$ cat config.mk
export PLATFORM = sky130hd
export DESIGN_NAME = cover_toggle_collector
export DESIGN_NICKNAME = d
export VERILOG_FILES = /design/src/rtl/cover_toggle_collector.sv
export SDC_FILE = /design/constraint.sdc
export NUM_CORES = 1
export LEC_CHECK = 0
export ABC_AREA = 0
export BUFFER_PORTS_ARGS = -buffer_cell sky130_fd_sc_hd__buf_2
export CAP_MARGIN = 20
export CORE_MARGIN = 2
export CORE_UTILIZATION = 51
export CTS_CLUSTER_SIZE = 40
export DETAILED_ROUTE_END_ITERATION = 8
export PLACE_DENSITY = 0.91
export SLEW_MARGIN = 20
export SYNTH_ARGS = -nofsm -noshare
export SYNTH_HDL_FRONTEND = slang
export SYNTH_SLANG_ARGS = --single-unit
export TNS_END_PERCENT = 30
$ cat constraint.sdc
create_clock -name clock -period 4.7 [get_ports clock]
set_input_delay 0.235 -clock clock [delete_from_list [all_inputs] [get_ports clock]]
set_output_delay 0.235 -clock clock [all_outputs]
set_load 0.01 [all_outputs]
$ cat src/rtl/cover_toggle_collector.sv
// cover_toggle_collector
// Samples per-point toggle strobes, keeps a sticky bitmap of points seen,
// and streams newly hit points out as global cover indices over valid/ready.
// Simultaneous hits wait in a pending bitmap and drain lowest index first.
module cover_toggle_collector #(
  parameter int              WIDTH       = 16,
  parameter longint unsigned COVER_INDEX = 0,
  parameter longint unsigned COVER_TOTAL = 38253,
  parameter int              DEDUP       = 1,
  parameter int              CNT_W       = 16
) (
  input  logic                         clock,
  input  logic                         reset,
  input  logic [WIDTH-1:0]             valid,
  input  logic                         clear,
  output logic                         out_valid,
  input  logic                         out_ready,
  output logic [63:0]                  out_index,
  output logic [$clog2(WIDTH+1)-1:0]   covered_count,
  output logic                         all_covered,
  output logic [CNT_W-1:0]             coalesced_count
);

  localparam int          CCW  = $clog2(WIDTH + 1);
  localparam int          PW   = (WIDTH > 1) ? $clog2(WIDTH) : 1;
  localparam int          SUMW = CNT_W + CCW;
  localparam logic [63:0] BASE = 64'(COVER_INDEX);

  // Reject parameter sets that would report indices outside the design-wide range.
  if (WIDTH < 1 || WIDTH > 1024) begin : g_bad_width
    $error("cover_toggle_collector: WIDTH must be in 1..1024");
  end
  if (COVER_INDEX + longint'(WIDTH) > COVER_TOTAL) begin : g_bad_range
    $error("cover_toggle_collector: COVER_INDEX+WIDTH exceeds COVER_TOTAL");
  end

  logic [WIDTH-1:0] covered;
  logic [WIDTH-1:0] pending;
  logic [WIDTH-1:0] sel;
  logic [WIDTH-1:0] covered_next;
  logic [WIDTH-1:0] pending_next;
  logic [WIDTH-1:0] absorbed;
  logic [PW-1:0]    lowest_pos;
  logic             load;
  logic [CCW-1:0]   absorbed_hits;
  logic [CCW-1:0]   covered_sum;
  logic [SUMW-1:0]  coalesced_sum;
  logic [CNT_W-1:0] coalesced_next;

  // Find the lowest pending bit; scanning downward lets the lowest one win.
  always_comb begin
    lowest_pos = '0;
    for (int i = WIDTH - 1; i >= 0; i--) begin
      if (pending[i]) lowest_pos = PW'(i);
    end
  end

  // Move a pending bit into the output register whenever that register is free or draining.
  always_comb begin
    load = (!out_valid || out_ready) && (|pending);
    sel  = load ? (WIDTH'(1) << lowest_pos) : '0;
  end

  // Next-state bitmaps; a clear wipes history but keeps hits arriving in the same cycle.
  always_comb begin
    covered_next = covered | valid;
    pending_next = (pending & ~sel) | valid;
    absorbed     = '0;
    if (clear) begin
      covered_next = valid;
      pending_next = valid & ~sel;
    end else if (DEDUP != 0) begin
      pending_next = (pending & ~sel) | (valid & ~covered);
    end else begin
      absorbed = valid & pending & ~sel;
    end
  end

  // Population counts for absorbed repeats and for the covered bitmap.
  always_comb begin
    absorbed_hits = '0;
    covered_sum   = '0;
    for (int i = 0; i < WIDTH; i++) begin
      absorbed_hits = absorbed_hits + CCW'(absorbed[i]);
      covered_sum   = covered_sum + CCW'(covered_next[i]);
    end
  end

  // Saturating accumulation of repeats that landed on an already-pending point.
  always_comb begin
    coalesced_sum = SUMW'(coalesced_count) + SUMW'(absorbed_hits);
    if (coalesced_sum[SUMW-1:CNT_W] != '0) begin
      coalesced_next = '1;
    end else begin
      coalesced_next = coalesced_sum[CNT_W-1:0];
    end
  end

  // Register bitmaps, statistics and the output report slot.
  always_ff @(posedge clock) begin
    if (!reset) begin
      covered         <= '0;
      pending         <= '0;
      out_valid       <= 1'b0;
      out_index       <= '0;
      covered_count   <= '0;
      all_covered     <= 1'b0;
      coalesced_count <= '0;
    end else begin
      covered         <= covered_next;
      pending         <= pending_next;
      covered_count   <= covered_sum;
      all_covered     <= &covered_next;
      coalesced_count <= coalesced_next;
      if (load) begin
        out_valid <= 1'b1;
        out_index <= BASE + 64'(lowest_pos);
      end else if (out_ready) begin
        out_valid <= 1'b0;
      end
    end
  end

endmodule
======== Yosys cells after proc, flatten, opt, wreduce, memory -nomap -nowiden ========
Cells that the tools add are included.
word-level totals
  register bits ........................... 43
  input bits .............................. 20
  logic and storage cells ................. 56
cells by class
  add/sub/neg operators ................... 15
  shifts and indexed selects .............. 1
  mux-type cells .......................... 21
  bitwise operators ....................... 7
  reductions and logical operators ........ 6
operator list
  cell                    count
  $mux W4                 16
  $add A5 B1 Y5           11
  $and A16 B16 Y16        3
  $mux W16                3
  $not A16 Y16            2
  $or A16 B16 Y16         2
  $reduce_and A16 Y1      1
  $reduce_or A16 Y1       1
  $shl A1 B4 Y16 const A  1
  $add A4 B1 Y5           1
  $add A3 B1 Y4           1
  $add A2 B1 Y3           1
  $add A1 B1 Y2           1
  $mux W1                 2
  $reduce_bool A2 Y1      1
  $logic_and A1 B1 Y1     1
  $logic_not A1 Y1        1
  $logic_or A1 B1 Y1      1

======== Depth between registers and ports, before layout ========
  depth in word-level cells ............... 22
  depth in mapped cells ................... 15

======== Worst setup path after synthesis ========
Ideal clock, no wire load.
  path type ............................... input to register
  start point ............................. input clear
  end point ............................... register covered_count[2]
  setup time .............................. 0.080 ns
  arrival time ............................ 3.813 ns
  data required time ...................... 4.620 ns
  slack ................................... 0.807 ns
  cell stages on the path ................. 13
  buffers on the path ..................... 2
  cells stage by stage .................... inv_1 clkbuf_1 buf_1 a21o_1 fa_1 fa_1 fa_1 fa_1 ha_1 inv_1 fa_1 nor2b_1 nor3b_1
between the ends
  elaborated cells between the ends (all ways) .. 16
RTL lines
  what                         line  source
  start: declaration           15    input logic clear,
  $mux W16                     69    if (clear) begin
  net covered_next[11]         40    logic [WIDTH-1:0] covered_next;
  $add A5 B1 Y5 (5 in series)  85    covered_sum = covered_sum + CCW'(covered_next[i]);
  end signal: assignment       112   covered_count <= covered_sum;
  end: declaration             19    output logic [$clog2(WIDTH+1)-1:0] covered_count,
The timed path passes the listed nets, and every way through them passes these cells.
A chain may end at the register's enable or synchronous reset.

======== Final worst setup path ========
  start point ............................. register covered[9]
  end point ............................... register covered_count[2]
between the ends
  cells in the longest elaborated chain, start to end .. 9
ends and longest elaborated chain
  what                         line  source
  start: declaration           37    logic [WIDTH-1:0] covered;
  start signal: assignment     110   covered <= covered_next;
  $or A16 B16 Y16              66    covered_next = covered | valid;
  $mux W16                     69
  net covered_next[9]          40
  $add A5 B1 Y5 (7 in series)  85
The timed path passes the listed nets, and every way through them passes these cells.

==> flow_metrics.env <==
export IMPL_firstDrtPassIters=4
export IMPL_syn_to_final_growth_pct=1.30
export IMPL_vias_per_cell=5.14
export IMPL_cts_root_buf="clkbuf_8"
export IMPL_cp_common_cell="fa_1"
export IMPL_fin_nets=425
export IMPL_rows=28
export IMPL_yosysTopAreaCell="dfxtp_1"
export IMPL_hpwlAfterDp_um=4920
export IMPL_drcViolationCount=0
export IMPL_drt_iter0_drc=186
export IMPL_die_h_um=81.8
export IMPL_finalSetupViolations=0
export IMPL_syn_area_per_cell_um2=8.57
export IMPL_antenna_found_initial=0
export IMPL_yosys_warnings=0
export IMPL_rsz0062_at_grt="false"
export IMPL_tns_ns=0
export IMPL_pre_cts_slack_ns=0.672
export IMPL_grt_util_all_layers=0.199
export IMPL_grt_first_pass_wirelength_um=10300
export IMPL_crit_family="adder cells"
export IMPL_drv_slew=0
export IMPL_drive_above_1_share=0.133
export IMPL_io_pins=107
export IMPL_synth_top_area_frac=0.279
export IMPL_antenna_cells=0
export IMPL_cts_sinks=43
export IMPL_grt_overflow=0
export IMPL_cp_required_ns=4.91
export IMPL_crit_chain="a21oi_1, inv_1, fa_1, fa_1, fa_1, fa_1, ha_1, inv_1, fa_1, nor2b_1, nor3b_1"
export IMPL_synth_cells=360
export IMPL_io_buffers=30
export IMPL_status="completed"
export IMPL_insertion_delay_ns=0.30
export IMPL_ys_ff_latch=43
export IMPL_chipWidth_um=81.8
export IMPL_max_stage_delay_ns=0.57
export IMPL_wl_per_cell_um=13.5
export IMPL_cts_buffers=5
export IMPL_critical_path_arrival_ns=3.99
export IMPL_initial_core_util=0.524
export IMPL_clk_path_buf_depth=2
export IMPL_hold_class="in -> reg"
export IMPL_critical_path_endpoint_type="flip-flop"
export IMPL_core_area_um2=5890
export IMPL_worstSetupStartpointType="flip-flop"
export IMPL_place_gp_congestion=0.866
export IMPL_power_mw=1.15
export IMPL_path_buf_inv=2
export IMPL_fin_skew_ns=0.00491
export IMPL_vdd_ir_drop_max_mv=0.276
export IMPL_die_area_um2=6690
export IMPL_synth_common_cells="buf_4 (76), dfxtp_1 (43), a21oi_1 (25), inv_1 (25), nand2_1 (24)"
export IMPL_clkTransAtPathRegs_ns=0.08
export IMPL_syn_area_um2=3090
export IMPL_p_leak_nw=1.47
export IMPL_h_tree_depth=2
export IMPL_powerDensity_nw_per_um2=367
export IMPL_drv_cap=0
export IMPL_vias=2389
export IMPL_synth_edf_count=0
export IMPL_seq_area_frac_synth=0.279
export IMPL_postRouteAntennaNets=0
export IMPL_synth_most_common_cell="buf_4"
export IMPL_grt_start_max_net_pins=44
export IMPL_synthFlopType="dfxtp_1"
export IMPL_fin_crit_ns=3.77
export IMPL_postCtsSetupRepairBufs=0
export IMPL_ctsHoldBuffers=0
export IMPL_hold_viol=0
export IMPL_cts_tree="built"
export IMPL_fin_ws_ns=0.927
export IMPL_synthArstFlopShare=0
export IMPL_wirelength_um=6270
export IMPL_path_class="reg -> reg"
export IMPL_finalCritPeriodShare=0.803
export IMPL_worstMarginPinSlew_ns=0.685
export IMPL_maxSlewHeadroom=0.539
export IMPL_first_global_vias=2259
export IMPL_synth_area_top_cells="dfxtp_1 (28%), buf_4 (18%), fa_1 (6.5%)"
export IMPL_crit_fanout=3
export IMPL_fmax_ghz=0.265
export IMPL_ctsResizeCount=0
export IMPL_cp_slowest_cell="fa_1"
export IMPL_yosysUniqueCellTypes=51
-- per-layer routing --
layer	part of all wire	vias to the layer above	track usage
met4	0.016	0	0.0700
met3	0.077	12	0.0385
met2	0.51	118	0.347
met1	0.40	1115	0.244
met5	0	-	0
li1	-	1144	-
-- path summary, 6_finish.rpt --
path / from / end / slack (ns) / cells past startpoint
max: covered[9] / covered_count[2] / 0.93 / 11
min: valid[15] / pending[15] / 0.22 / 3
max reg2reg: covered[9] / covered_count[2] / 0.93 / 11
min reg2reg: out_index[3] / out_index[3] / 0.48 / 2
-- layout by cell type, fill, tap and decap left out, types with 2 or more instances in the layout --
cell type | synthesis | final
inv_1 | 25 | 25
dfxtp_1 | 43 | 43
mux2i_1 | 2 | 2
nand2_1 | 24 | 24
o21a_1 | 2 | 2
and2_1 | 7 | 7
conb_1 | 1 | 76
nand2b_1 | 7 | 7
nor4_1 | 7 | 7
nor3_1 | 3 | 3
o21ai_0 | 11 | 11
o311a_1 | 9 | 9
o311ai_1 | 2 | 2
a31oi_1 | 2 | 2
nor2_1 | 14 | 14
nor4_4 | 2 | 2
nor3b_1 | 11 | 11
a21oi_1 | 25 | 25
nand3b_1 | 3 | 3
clkbuf_8 | 0 | 7
buf_4 | 76 | 3
a21o_1 | 2 | 2
nor2b_1 | 20 | 20
fa_1 | 10 | 10
a22o_1 | 12 | 12
buf_2 | 0 | 30
ha_1 | 6 | 6
-- where the power goes --
part / switching (mW) / internal [mW] / leakage (nW) / total (mW)
clock network: 0.126 / 0.134 / 0.0515 / 0.260
registers: 0.0356 / 0.408 / 0.358 / 0.443
logic: 0.253 / 0.191 / 1.06 / 0.444
-- metrics by stage --
step | instances | hold WS [ns] | area [um2] | utilization
floorplan | 435 | 0.372 | 3370 | -
global placement | 457 | 0.448 | 3030 | 0.514
detailed placement | 457 | 0.462 | 3030 | 0.514
CTS | 465 | 0.215 | 3130 | 0.531
global route | 465 | 0.223 | 3130 | 0.531
finish | 465 | 0.215 | 3130 | 0.531
-- logic make-up after synthesis --
logic type	count (synthesis)	synth area share
AOI/OAI and AO/OA	77	0.178
xor gates and xnor gates	1	0.00284
adders and majority gates	16	0.0892
buffers and inverters	111	0.227
DFF	43	0.279
muxes	3	0.0101
other	1	0.00122
and+or+nand+nor	108	0.212
-- state kept, by name (all words and copies together), names as in the netlist --
| name | cells |
|---|---|
| out_index | 4 |
| pending | 16 |
| out_valid | 1 |
| all_covered | 1 |
| covered_count | 5 |
| covered | 16 |
-- worst min-delay path, delay by kind of cell --
family	cells	cell delay, ns
and+or+nand+nor	2	0.14
buffers and inverters	1	0.10
-- final cells by class --
cell class                      instances  area [um2]
Multi-Input combinational cell        281        1800
Fill cell                             579        2760
Tap cell                               75        93.8
Clock buffer                            8         100
Inverter                               25        93.8
Timing Repair Buffer                   33         173
Sequential cell                        43         861
(Power assumes the default switching activity.)
